[src/rtl/hazard_pkg.sv]
// Shared types and constants for the RV32I pipeline hazard controller.
// Defines forwarding selects, the load result-source code and the memory sequencer states.
package hazard_pkg;

  localparam logic [1:0] FWD_RF   = 2'b00;
  localparam logic [1:0] FWD_WB   = 2'b01;
  localparam logic [1:0] FWD_MEM  = 2'b10;
  localparam logic [1:0] RES_LOAD = 2'b01;

  typedef enum logic {
    IDLE = 1'b0,
    WAIT = 1'b1
  } mem_state_t;

  // The Memory stage is younger than Writeback, so it wins; x0 is hardwired zero and never forwarded.
  function automatic logic [1:0] fwd_select(
    input logic [4:0] rs,
    input logic [4:0] rd_m,
    input logic       reg_write_m,
    input logic [4:0] rd_w,
    input logic       reg_write_w
  );
    logic [1:0] sel;
    sel = FWD_RF;
    if (rs != 5'd0) begin
      if (reg_write_m && (rd_m == rs))
        sel = FWD_MEM;
      else if (reg_write_w && (rd_w == rs))
        sel = FWD_WB;
    end
    return sel;
  endfunction

endpackage

[src/rtl/hazard_if.sv]
// Bundle between the pipeline control path and the hazard controller.
// master = pipeline side (drives stage info, receives controls), slave = hazard_unit.
interface hazard_if #(
  parameter int CNT_W = 32
) ();

  logic [4:0]       rs1_d;
  logic [4:0]       rs2_d;
  logic [4:0]       rs1_e;
  logic [4:0]       rs2_e;
  logic [4:0]       rd_e;
  logic [1:0]       res_src_e;
  logic             pc_src_e;
  logic [4:0]       rd_m;
  logic [4:0]       rd_w;
  logic             reg_write_m;
  logic             reg_write_w;
  logic             mem_req_m;
  logic             mem_ready;

  logic [1:0]       fwd_a_e;
  logic [1:0]       fwd_b_e;
  logic             stall_f;
  logic             stall_d;
  logic             stall_e;
  logic             stall_m;
  logic             flush_d;
  logic             flush_e;
  logic             flush_w;
  logic             mem_err;
  logic [CNT_W-1:0] stall_cycles;
  logic [CNT_W-1:0] flush_count;
  logic [CNT_W-1:0] loaduse_count;

  modport master (
    output rs1_d, rs2_d, rs1_e, rs2_e, rd_e, res_src_e, pc_src_e,
           rd_m, rd_w, reg_write_m, reg_write_w, mem_req_m, mem_ready,
    input  fwd_a_e, fwd_b_e, stall_f, stall_d, stall_e, stall_m,
           flush_d, flush_e, flush_w, mem_err,
           stall_cycles, flush_count, loaduse_count
  );

  modport slave (
    input  rs1_d, rs2_d, rs1_e, rs2_e, rd_e, res_src_e, pc_src_e,
           rd_m, rd_w, reg_write_m, reg_write_w, mem_req_m, mem_ready,
    output fwd_a_e, fwd_b_e, stall_f, stall_d, stall_e, stall_m,
           flush_d, flush_e, flush_w, mem_err,
           stall_cycles, flush_count, loaduse_count
  );

endinterface

[src/rtl/hazard_perf_cnt.sv]
// Saturating event counter used for the hazard controller's performance statistics.
module hazard_perf_cnt #(
  parameter int W = 32
) (
  input  logic         clk,
  input  logic         rst,
  input  logic         inc,
  output logic [W-1:0] count
);

  // Holds at all-ones instead of wrapping so a long run never reports a small value.
  always_ff @(posedge clk or posedge rst) begin
    if (rst)
      count <= '0;
    else if (inc && (count != {W{1'b1}}))
      count <= count + 1'b1;
  end

endmodule

[src/rtl/hazard_unit.sv]
// Hazard controller: forwarding, load-use stalls, branch flushes and a memory wait sequencer with watchdog.
// Optional performance counters are built only when HAZARD_PERF_CNT_EN is defined.
module hazard_unit
  import hazard_pkg::*;
#(
  parameter int TIMEOUT_CYCLES = 255,
  parameter int CNT_W          = 32
) (
  input  logic     clk,
  input  logic     rst,
  hazard_if.slave  hz
);

  localparam int                WCNT_W    = (TIMEOUT_CYCLES > 2) ? $clog2(TIMEOUT_CYCLES) : 1;
  localparam logic [WCNT_W-1:0] WAIT_LAST = WCNT_W'(TIMEOUT_CYCLES - 1);

  mem_state_t        state;
  logic [WCNT_W-1:0] wait_cnt;
  logic              mem_err_q;
  logic              timeout_hit;
  logic              lw_stall;
  logic              mem_stall;

  assign hz.fwd_a_e = fwd_select(hz.rs1_e, hz.rd_m, hz.reg_write_m, hz.rd_w, hz.reg_write_w);
  assign hz.fwd_b_e = fwd_select(hz.rs2_e, hz.rd_m, hz.reg_write_m, hz.rd_w, hz.reg_write_w);

  // Stall is gated by rst so a reset during a wait releases the pipeline immediately.
  always_comb begin
    timeout_hit = (state == WAIT) && (wait_cnt == WAIT_LAST);
    lw_stall    = (hz.res_src_e == RES_LOAD) && (hz.rd_e != 5'd0) &&
                  ((hz.rd_e == hz.rs1_d) || (hz.rd_e == hz.rs2_d));
    mem_stall   = ~rst &
                  (((state == IDLE) & hz.mem_req_m & ~hz.mem_ready) |
                   ((state == WAIT) & ~hz.mem_ready & ~timeout_hit));
  end

  // A branch seen during a memory stall is simply held in Execute; its flush fires on the release cycle.
  assign hz.stall_f = lw_stall | mem_stall;
  assign hz.stall_d = lw_stall | mem_stall;
  assign hz.stall_e = mem_stall;
  assign hz.stall_m = mem_stall;
  assign hz.flush_w = mem_stall;
  assign hz.flush_d = hz.pc_src_e & ~mem_stall;
  assign hz.flush_e = (hz.pc_src_e | lw_stall) & ~mem_stall;
  assign hz.mem_err = mem_err_q;

  always_ff @(posedge clk or posedge rst) begin
    if (rst) begin
      state     <= IDLE;
      wait_cnt  <= '0;
      mem_err_q <= 1'b0;
    end else begin
      case (state)
        IDLE: begin
          if (hz.mem_req_m && !hz.mem_ready) begin
            state    <= WAIT;
            wait_cnt <= '0;
          end
        end
        WAIT: begin
          if (hz.mem_ready) begin
            state <= IDLE;
          end else if (timeout_hit) begin
            state     <= IDLE;
            mem_err_q <= 1'b1;
          end else begin
            wait_cnt <= wait_cnt + 1'b1;
          end
        end
        default: state <= IDLE;
      endcase
    end
  end

`ifdef HAZARD_PERF_CNT_EN
  logic [CNT_W-1:0] stall_cnt_q;
  logic [CNT_W-1:0] flush_cnt_q;
  logic [CNT_W-1:0] loaduse_cnt_q;

  hazard_perf_cnt #(.W(CNT_W)) u_stall_cnt (
    .clk   (clk),
    .rst   (rst),
    .inc   (lw_stall | mem_stall),
    .count (stall_cnt_q)
  );

  hazard_perf_cnt #(.W(CNT_W)) u_flush_cnt (
    .clk   (clk),
    .rst   (rst),
    .inc   (hz.pc_src_e & ~mem_stall),
    .count (flush_cnt_q)
  );

  hazard_perf_cnt #(.W(CNT_W)) u_loaduse_cnt (
    .clk   (clk),
    .rst   (rst),
    .inc   (lw_stall & ~mem_stall),
    .count (loaduse_cnt_q)
  );

  assign hz.stall_cycles  = stall_cnt_q;
  assign hz.flush_count   = flush_cnt_q;
  assign hz.loaduse_count = loaduse_cnt_q;
`else
  assign hz.stall_cycles  = '0;
  assign hz.flush_count   = '0;
  assign hz.loaduse_count = '0;
`endif

endmodule

[src/flat_wrapper.sv]
// flat-port wrapper written by rule: the top's interface ports become plain ports
module hazard_unit_flat import hazard_pkg::*;
#(
  parameter int TIMEOUT_CYCLES = 255,
  parameter int CNT_W          = 32
)
  (clk, rst, hz_rs1_d, hz_rs2_d, hz_rs1_e, hz_rs2_e, hz_rd_e, hz_res_src_e, hz_pc_src_e, hz_rd_m, hz_rd_w, hz_reg_write_m, hz_reg_write_w, hz_mem_req_m, hz_mem_ready, hz_fwd_a_e, hz_fwd_b_e, hz_stall_f, hz_stall_d, hz_stall_e, hz_stall_m, hz_flush_d, hz_flush_e, hz_flush_w, hz_mem_err, hz_stall_cycles, hz_flush_count, hz_loaduse_count);
  hazard_if #(.CNT_W(CNT_W)) hz_i ();
  input  logic clk;
  input  logic rst;
  input wire logic [$bits(hz_i.rs1_d)-1:0] hz_rs1_d;
  input wire logic [$bits(hz_i.rs2_d)-1:0] hz_rs2_d;
  input wire logic [$bits(hz_i.rs1_e)-1:0] hz_rs1_e;
  input wire logic [$bits(hz_i.rs2_e)-1:0] hz_rs2_e;
  input wire logic [$bits(hz_i.rd_e)-1:0] hz_rd_e;
  input wire logic [$bits(hz_i.res_src_e)-1:0] hz_res_src_e;
  input wire logic [$bits(hz_i.pc_src_e)-1:0] hz_pc_src_e;
  input wire logic [$bits(hz_i.rd_m)-1:0] hz_rd_m;
  input wire logic [$bits(hz_i.rd_w)-1:0] hz_rd_w;
  input wire logic [$bits(hz_i.reg_write_m)-1:0] hz_reg_write_m;
  input wire logic [$bits(hz_i.reg_write_w)-1:0] hz_reg_write_w;
  input wire logic [$bits(hz_i.mem_req_m)-1:0] hz_mem_req_m;
  input wire logic [$bits(hz_i.mem_ready)-1:0] hz_mem_ready;
  output wire logic [$bits(hz_i.fwd_a_e)-1:0] hz_fwd_a_e;
  output wire logic [$bits(hz_i.fwd_b_e)-1:0] hz_fwd_b_e;
  output wire logic [$bits(hz_i.stall_f)-1:0] hz_stall_f;
  output wire logic [$bits(hz_i.stall_d)-1:0] hz_stall_d;
  output wire logic [$bits(hz_i.stall_e)-1:0] hz_stall_e;
  output wire logic [$bits(hz_i.stall_m)-1:0] hz_stall_m;
  output wire logic [$bits(hz_i.flush_d)-1:0] hz_flush_d;
  output wire logic [$bits(hz_i.flush_e)-1:0] hz_flush_e;
  output wire logic [$bits(hz_i.flush_w)-1:0] hz_flush_w;
  output wire logic [$bits(hz_i.mem_err)-1:0] hz_mem_err;
  output wire logic [$bits(hz_i.stall_cycles)-1:0] hz_stall_cycles;
  output wire logic [$bits(hz_i.flush_count)-1:0] hz_flush_count;
  output wire logic [$bits(hz_i.loaduse_count)-1:0] hz_loaduse_count;
  assign hz_i.rs1_d = hz_rs1_d;
  assign hz_i.rs2_d = hz_rs2_d;
  assign hz_i.rs1_e = hz_rs1_e;
  assign hz_i.rs2_e = hz_rs2_e;
  assign hz_i.rd_e = hz_rd_e;
  assign hz_i.res_src_e = hz_res_src_e;
  assign hz_i.pc_src_e = hz_pc_src_e;
  assign hz_i.rd_m = hz_rd_m;
  assign hz_i.rd_w = hz_rd_w;
  assign hz_i.reg_write_m = hz_reg_write_m;
  assign hz_i.reg_write_w = hz_reg_write_w;
  assign hz_i.mem_req_m = hz_mem_req_m;
  assign hz_i.mem_ready = hz_mem_ready;
  assign hz_fwd_a_e = hz_i.fwd_a_e;
  assign hz_fwd_b_e = hz_i.fwd_b_e;
  assign hz_stall_f = hz_i.stall_f;
  assign hz_stall_d = hz_i.stall_d;
  assign hz_stall_e = hz_i.stall_e;
  assign hz_stall_m = hz_i.stall_m;
  assign hz_flush_d = hz_i.flush_d;
  assign hz_flush_e = hz_i.flush_e;
  assign hz_flush_w = hz_i.flush_w;
  assign hz_mem_err = hz_i.mem_err;
  assign hz_stall_cycles = hz_i.stall_cycles;
  assign hz_flush_count = hz_i.flush_count;
  assign hz_loaduse_count = hz_i.loaduse_count;
  hazard_unit #(.TIMEOUT_CYCLES(TIMEOUT_CYCLES), .CNT_W(CNT_W)) u_core (.clk(clk), .rst(rst), .hz(hz_i));
endmodule
[config.mk]
export PLATFORM = sky130hd
export DESIGN_NAME = hazard_unit_flat
export DESIGN_NICKNAME = d
export VERILOG_FILES = /design/src/rtl/hazard_pkg.sv /design/src/rtl/hazard_if.sv /design/src/rtl/hazard_perf_cnt.sv /design/src/rtl/hazard_unit.sv /design/src/flat_wrapper.sv
export SDC_FILE = /design/constraint.sdc
export NUM_CORES = 1
export LEC_CHECK = 0
export BUFFER_PORTS_ARGS = -buffer_cell sky130_fd_sc_hd__buf_2
export CAP_MARGIN = 20
export CORE_ASPECT_RATIO = 1.25
export CORE_MARGIN = 1.5
export CORE_UTILIZATION = 39
export DETAILED_ROUTE_END_ITERATION = 8
export GPL_ROUTABILITY_DRIVEN = 0
export PLACE_DENSITY = 0.82
export SYNTH_ARGS = -nofsm -noshare
export SYNTH_HDL_FRONTEND = slang
export SYNTH_SLANG_ARGS = --single-unit
[constraint.sdc]
create_clock -name clk -period 2.15 [get_ports clk]
set_clock_uncertainty 0.05 [all_clocks]
set_input_delay 0.43 -clock clk [delete_from_list [all_inputs] [get_ports clk]]
set_output_delay 0.43 -clock clk [all_outputs]
set_load 0.005 [all_outputs]
# Word-level counts from Yosys, hierarchy flattened
# Index checks and enable logic that the tools add are counted.
[word_totals]
ff_bits = 10
elab_cells = 59
[op_classes]
eq_ne = 11
n_addsub = 1
muxes = 14
reduce_logical = 15
bitwise_logic = 15
[ops]
columns = ["operator", "count"]
rows = [
  ["== test 5 bit", 6],
  ["2-to-1 mux 8 bit", 3],
  ["case mux 8 bit (2 select lines)", 1],
  ["nonzero test 5 bit", 3],
  ["adder 8 x 1 -> 8 bit, second input constant", 1],
  ["== test 8 bit, second input constant", 1],
  ["logical AND 1 bit", 8],
  ["2-to-1 mux 2 bit", 4],
  ["bitwise AND 1 bit", 7],
  ["inequality test 2 bit, second input constant", 3],
  ["AND reduction 3 bit", 2],
  ["2-to-1 mux 1 bit", 5],
  ["inverter 1 bit", 5],
  ["bitwise OR 1 bit", 3],
  ["== test 2 x 1 -> 1 bit, second input constant", 1],
  ["case mux 1 bit (2 select lines)", 1],
  ["zero test 1 bit", 1],
  ["logical OR 1 bit", 1],
]

# Longest topological paths before layout
# Gate-level depths: netlist (run 1).
[depth]
ltp_word = 8
ltp_mapped = 6
depth_no_buf = 6

# Worst setup path before layout (run 1)
# OpenSTA, ideal clock, no wires.
[synth_path]
kind = "reg-to-output"
startpoint = "reg u_core.wait_cnt[0]"
endpoint = "out hz_stall_f"
arrival_ns = 1.587
path_slack_ns = 0.083
path_stages_with_launch = 7
path_cell_list = "dfrtp_1 > inv_1 > ha_1 > and4_2 > a211oi_2 > o21bai_1 > buf_4"
[synth_via]
elab_chain_len = 7
[synth_rtl]
columns = ["item", "line", "source"]
rows = [
  ["start, declared", "hazard_unit.sv:18", "logic [WCNT_W-1:0] wait_cnt;"],
  ["start signal, assigned", "hazard_unit.sv:67", "wait_cnt <= wait_cnt + 1'b1;"],
  ["== test 8 bit", "hazard_unit.sv:29", "timeout_hit = (state == WAIT) && (wait_cnt == WAIT_LAST);"],
  ["logical AND 1 bit", "hazard_unit.sv:29", ""],
  ["inverter 1 bit", "hazard_unit.sv:34", "((state == WAIT) & ~hz.mem_ready & ~timeout_hit));"],
  ["bitwise AND 1 bit", "hazard_unit.sv:34", ""],
  ["bitwise OR 1 bit", "hazard_unit.sv:33", "(((state == IDLE) & hz.mem_req_m & ~hz.mem_ready) |"],
  ["bitwise AND 1 bit", "hazard_unit.sv:32", "mem_stall = ~rst &"],
  ["net hz_flush_w", "flat_wrapper.sv:32", "output wire logic [$bits(hz_i.flush_w)-1:0] hz_flush_w;"],
  ["bitwise OR 1 bit", "-", ""],
  ["end, declared", "flat_wrapper.sv:26", "output wire logic [$bits(hz_i.stall_f)-1:0] hz_stall_f;"],
]
# The timed path passes the listed nets, and every way through them passes these cells.

# Worst setup path after layout (run 1)
[layout_path]
startpoint = "reg u_core.wait_cnt[1]"
endpoint = "out hz_flush_e"
[layout_via]
elab_chain_len = 8
[layout_rtl]
columns = ["item", "line", "source"]
rows = [
  ["== test 8 bit", "hazard_unit.sv:29", ""],
  ["logical AND 1 bit", "hazard_unit.sv:29", ""],
  ["inverter 1 bit", "hazard_unit.sv:34", ""],
  ["bitwise AND 1 bit", "hazard_unit.sv:34", ""],
  ["bitwise OR 1 bit", "hazard_unit.sv:33", ""],
  ["bitwise AND 1 bit", "hazard_unit.sv:32", ""],
  ["inverter 1 bit", "hazard_unit.sv:44", "assign hz.flush_e = (hz.pc_src_e | lw_stall) & ~mem_stall;"],
  ["bitwise AND 1 bit", "hazard_unit.sv:44", ""],
  ["end, declared", "flat_wrapper.sv:31", "output wire logic [$bits(hz_i.flush_e)-1:0] hz_flush_e;"],
]
# Every way passes these cells.

==> results of run 1 <==
cells in the mapped netlist (all sizes together), types with 3 or more instances:
cell	number
buf	100
xor2	21
xnor2	13
nor2	12
dfrtp	10
nand2	6
nand3	4
nand4	4
a21oi	3
nor3	3
o21ai	3
o21bai	3
or4	3
worst min-delay path by stage:
| stage | startpoint | end | slack (ns) | depth (start not counted) |
|---|---|---|---|---|
| detailed placement | rst | u_core.wait_cnt[1] | 0.40 | 2 |
| global placement | u_core.hz.mem_err | u_core.hz.mem_err | 0.39 | 1 |
| finish | rst | u_core.wait_cnt[1] | 0.16 | 2 |
| global route | rst | u_core.wait_cnt[1] | 0.20 | 2 |
| CTS | rst | u_core.wait_cnt[1] | 0.17 | 2 |
| floorplan | rst | u_core.hz.mem_err | 0.22 | 1 |
power by group through the flow:
stage,Sequential [mW],Clock (mW),Combinational (mW)
6_report,0.209,0.189,0.254
3_3_place_gp,0.212,0,0.230
3_5_place_dp,0.213,0,0.236
4_1_cts,0.208,0.193,0.250
5_1_grt,0.209,0.200,0.288
2_1_floorplan,0.211,0,0.266
layout make-up:
type,count,area (um^2),share of cell area (%)
Clock buffer,3,41.3,2.29
Inverter,2,7.51,0.416
Multi-Input combinational cell,198,1120,62.1
Sequential cell,10,251,13.9
Tap cell,58,72.6,4.02
Timing Repair Buffer,60,313,17.3
registers in the layout (all words and copies together), names as in the netlist:
name               count
u_core.state           1
u_core.wait_cnt        8
u_core.hz.mem_err      1
per-stage QoR:
| step | TNS (ns) | instances | setup slack, ns | hold slack (ns) | area (um^2) |
|---|---|---|---|---|---|
| global placement | 0 | 327 | 0.161 | 0.390 | 1740 |
| CTS | 0 | 331 | 0.00249 | 0.172 | 1800 |
| detailed placement | 0 | 327 | 0.0828 | 0.400 | 1740 |
| floorplan | 0 | 310 | 0.0835 | 0.220 | 2110 |
| finish | 0 | 331 | 0.00944 | 0.157 | 1810 |
| global route | -0.0791 | 331 | -0.0791 | 0.200 | 1810 |
per-layer routing:
layer	vias up	global-route usage (%)
li1	638	-
met1	616	12.2
met2	98	24.6
met3	0	1.88
met4	0	1.33
met5	-	0
worst max-delay path: stages, from the launching register on:
cell and delay (ns):
dfrtp_1 0.38, ha_2 0.18, and4_4 0.20, a211oi_4 0.28, nor2b_1 0.10, o21bai_1 0.16, buf_2 0.13
what timing repair did:
item,in CTS,in global routing
endpoints found under the setup margin,4,3
pin swaps,1,0
gates resized for setup,3,3
buffers inserted,1,0
cells by family after synthesis:
logic type	Yosys count	share of synthesized area, %
flip-flops	10	14.3
multiplexers	1	0.642
XOR/XNOR	34	17.0
buffers and inverters	102	43.1
AO/OA/AOI/OAI	17	7.20
adder cells (fa/ha/maj)	2	1.43
other	1	0.214
AND/OR/NAND/NOR	48	16.2
cells in the final DEF (no fill, tap or decap), types with 2 or more instances in the layout:
cell type  synthesis  final
clkbuf_8           0      3
nor2_1            12     12
nand4_1            4      4
nor4_1             2      2
dfrtp_1           10      9
nand3b_1           2      2
nor3_1             3      3
nand2_1            6      6
nand3_1            3      3
inv_1              2      2
nor4b_1            2      2
nor2b_1            2      2
conb_1             1     96
xnor2_1           13     13
o21ai_0            2      2
a21oi_1            3      3
xor2_1            21     21
o21bai_1           3      2
buf_4             99      5
or4_1              3      3
buf_2              1     55
o211ai_1           2      2
==> metrics.txt, run 1 <==
clk slew on worst S/H paths=0.05 ns; mean area per synthesized cell=between 8 and 9 um^2; FF-to-FF End=u_core.wait_cnt[0]; total power=about 650 uW; crit path from=u_core.wait_cnt[1]; First-pass DRT Iterations=4; I/O Pins=152; hold buffers post-CTS=0; cell row count=27; WL met1=between 900 and 1000 um; Ys Warns=0; Starting Density=40.3%; required time of the worst setup path=~1.7 ns; post-synthesis sequential area ratio=around 14%; count of nets after finishing=about 320; switching share of power=approximately a third; hold crit path type=input port to async pin; Max-Cap Viols=0; port buffer count=55; CP Class=flip-flop to output pin; Fmax achieved=roughly 0.47 GHz; total wire length=3050 um; routed wl met2=around 1700 um; Root Buffer=clkbuf_8; clock power share=between 20 and 30%; chip height=about 78 um; die area=just under 0.005 mm^2; Top Metal Used=met3; GRT Util Overall=11.8%; CTS buffer count=3; post-synthesis register bit count=10; CP endpoint=hz_flush_e; # H-tree levels=1; length of routed met3 wiring=approximately 320 um; DRC=0; worst skew pair latency=~0.23 ns; Async S/R FF share, synth=100%; vias in the first global route=~1200; antenna violations before repair=0; Area Growth Syn to Fin=3.00%; Mapped Area=approximately 0.0018 mm^2; number of flops mapped to enable cells by yosys=0; largest area contributor in the netlist=buf_4; Final HPWL DP=around 2700 um; vias per inst=4.08; crit-path max FO=6; Peak VDD IR=between 0.0003 and 0.0004 V; Reg-to-Reg Start=u_core.wait_cnt[0]; die width=63.0 um; Post-Syn Instances=215; synth unique cells=39; RSZ-0062 raised after global routing=yes; Tmin final=approximately 2.1 ns; FF-to-FF setup slack=approximately 0.43 ns; # diodes=0; startpoint class of the critical path=flip-flop; pins over their slew limit=0; Psw=219 uW; fillcell total=roughly 440; Final Setup Violations=0; GRT overflow=0; Seq pwr share=32.0%; outcome=finished, final reports clean; drt initial violations=29; share of cells above drive strength 1=between 20% and 30%; wire length per cell=about 9 um; Synth top area share=a little over two fifths; P_leak=just under 1 nW; clock sinks=10; largest net degree at the start of global routing=11; via count=1352; Tcrit/Tclk final=between 90% and 100%; synth top area cells=buf_4 42%, dfrtp_1 14%, xor2_1 10%; Final Hold Viols=0; Gate power share=about two fifths; total core area=~0.0044 mm^2; Main synth FF type=dfrtp_1; Detail Route Antenna Nets=0; reg2reg path depth=7; CP Capture Type=output pin; maximum root-to-sink buffer count=2; Final Core Density=41.5%; TritonCTS clock tree=done; Critical Path AT=between 1.5 and 2 ns; internal power=between 400 and 500 uW; PD cells=361 mW/mm^2; first-pass GRT wire length=approximately 4800 um
No activity file was read; power rests on OpenSTA's default activity.
==> run 2: changes to the inputs <==
==> constraint.sdc (replaced) <==
create_clock -name clk -period 2.15 [get_ports clk]
set_clock_uncertainty 0.05 [all_clocks]
set_input_delay 0.3225 -clock clk [delete_from_list [all_inputs] [get_ports clk]]
set_output_delay 0.3225 -clock clk [all_outputs]
set_load 0.005 [all_outputs]
==> run 2 against run 1 <==
Net effect: flip-flop and latch count stayed put; largest cell class unchanged; non-clock buffer count increased by 2; total power up 2.3%; clock power about the same; die area unchanged; combinational power is 2% higher; hold slack got worse by 0.11 ns; routed wire length shrank 1.4%; count of clock-buffer cells in the layout unchanged.
==> metrics.txt, run 2 (synthesis gave the netlist of run 1 again) <==
outcome=finished, final reports clean; Detail Route Antenna Nets=0 (unchanged); drt initial violations=18 (-38%); PD cells=365 mW/mm^2 (+1.2%); via count=1339 (-0.96%); antenna violations before repair=0 (unchanged); vias per inst=4.02 (-1.6%); Top reg by flops=u_core.wait_cnt; die area=0.00491 mm^2 (unchanged); Root Buffer=clkbuf_8; Starting Density=40.3% (unchanged); Max-Cap Viols=0 (unchanged); vias in the first global route=1088 (-6.0%); dpl cells=325 (-0.61%); hold crit path type=input port to async pin; Tcrit/Tclk final=97.7% (-1.9 points); reg2reg path depth=7 (unchanged); Final HPWL DP=2580 um (-3.6%); commonest non-fill, non-tap cells in the layout=96 x conb_1, 55 x buf_2, 21 x xor2_1, 13 x xnor2_1, 12 x nor2_1; first-pass GRT wire length=4420 um (-7.2%); total wire length=3010 um (-1.4%); Setup WS post-layout=0.0493 ns (+0.0398 ns); share of cells above drive strength 1=27.6% (-0.57 points); CP Class=flip-flop to output pin; worst skew pair latency=0.24 ns (about the same); die width=63.0 um (unchanged); required time of the worst setup path=1.78 ns (+0.11 ns); TritonCTS clock tree=done; startpoint class of the critical path=flip-flop; max reg flops=8 (unchanged); P_leak=0.992 nW (+0.94%); CP Capture Type=output pin; wire length per cell=9.04 um (-2.0%); crit-path max FO=5 (-1); # H-tree levels=1 (unchanged); Tmin final=2.10 ns (-0.0398 ns); total core area=0.00436 mm^2 (unchanged); # diodes=0 (unchanged); GRT overflow=0 (unchanged); Peak VDD IR=0.000395 V (+21%); Area Growth Syn to Fin=4.07%; commonest non-fill, non-tap cell in the layout=conb_1; pins over their slew limit=0 (unchanged); clk slew on worst S/H paths=0.05 ns (about the same); I/O Pins=152 (unchanged); Rel. slew slack=a little under three fifths; DRC=0 (unchanged); Final Hold Viols=0 (unchanged); count of nets after finishing=323 (+0.62%); fin cells=333 (+0.60%); largest net degree at the start of global routing=11 (unchanged); Fmax achieved=0.476 GHz (+1.9%); First-pass DRT Iterations=5 (+1); GRT Util Overall=10.8% (-0.96 points); pre-CTS setup slack=0.0970 ns (+0.0142 ns); maximum root-to-sink buffer count=2 (unchanged); cell row count=27 (unchanged); chip height=78.0 um (unchanged); CTS buffer count=3 (unchanged); Tightest Pin Transition=roughly 0.66 ns; Critical Path AT=1.73 ns (+0.07 ns); Final Setup Violations=0 (unchanged); clock sinks=10 (unchanged); RSZ-0062 raised after global routing=yes; port buffer count=55 (unchanged)
-- run 2: critical path, cell delays in order (launching register included) --
cell	delay (ns)
dfrtp_1	0.44
ha_4	0.19
and4_4	0.19
a211oi_4	0.30
nor2b_1	0.09
o21bai_1	0.15
buf_2	0.13
-- run 2: what timing repair did --
| item | 4_1_cts | 5_1_grt |
|---|---|---|
| pin swaps | 2 | 2 |
| setup buffers | 1 | 4 |
| endpoints found under the setup margin | 4 | 1 |
| hold buffers | 0 | 0 |
| gates cloned | 0 | 0 |
| gates resized for setup | 2 | 2 |
-- run 2: layout make-up --
type / count / area [um^2]
repair buffers: 62 / 328
well taps: 58 / 72.6
fillers: 427 / 2530
inverters: 2 / 7.51
multi-input cells: 198 / 1130
clock buffers: 3 / 41.3
flip-flops and latches: 10 / 250
-- run 2: where the power goes --
group	switching [mW]	total, mW	internal [mW]	leakage [nW]
Sequential	0.0149	0.215	0.200	0.136
Combinational	0.142	0.260	0.117	0.834
Clock	0.0697	0.192	0.122	0.0216
Total	0.227	0.667	0.440	0.992
-- run 2: final timing paths --
kind / from / endpoint / slack [ns]
worst min register to register: u_core.hz.mem_err / u_core.hz.mem_err / 0.40
worst min-delay path: rst / u_core.wait_cnt[1] / 0.04
min in group clk: u_core.hz.mem_err / u_core.hz.mem_err / 0.40
worst max register to register: u_core.wait_cnt[0] / u_core.wait_cnt[0] / 0.33
max in group asynchronous: rst / u_core.wait_cnt[6] / 1.72
worst max-delay path: u_core.wait_cnt[1] / hz_flush_e / 0.05
-- run 2: per-layer routing --
| layer | up-vias | routed length (um) | GRT usage (%) |
|---|---|---|---|
| li1 | 636 | - | - |
| met1 | 593 | 1020 | 11.0 |
| met2 | 102 | 1630 | 21.7 |
| met3 | 8 | 310 | 1.45 |
| met4 | 0 | 48 | 4.00 |
| met5 | - | 0 | 0 |
-- run 2: per-stage QoR --
step | power, mW | hold WS [ns] | util (%) | area (um^2) | setup TNS [ns]
2_1_floorplan | 0.478 | 0.113 | - | 2110 | 0
3_3_place_gp | 0.431 | 0.288 | 39.6 | 1730 | 0
3_5_place_dp | 0.439 | 0.293 | 39.6 | 1730 | 0
4_1_cts | 0.639 | 0.0597 | 40.9 | 1780 | 0
5_1_grt | 0.708 | 0.0959 | 41.9 | 1830 | -0.0391
6_report | 0.667 | 0.0447 | 41.9 | 1830 | 0
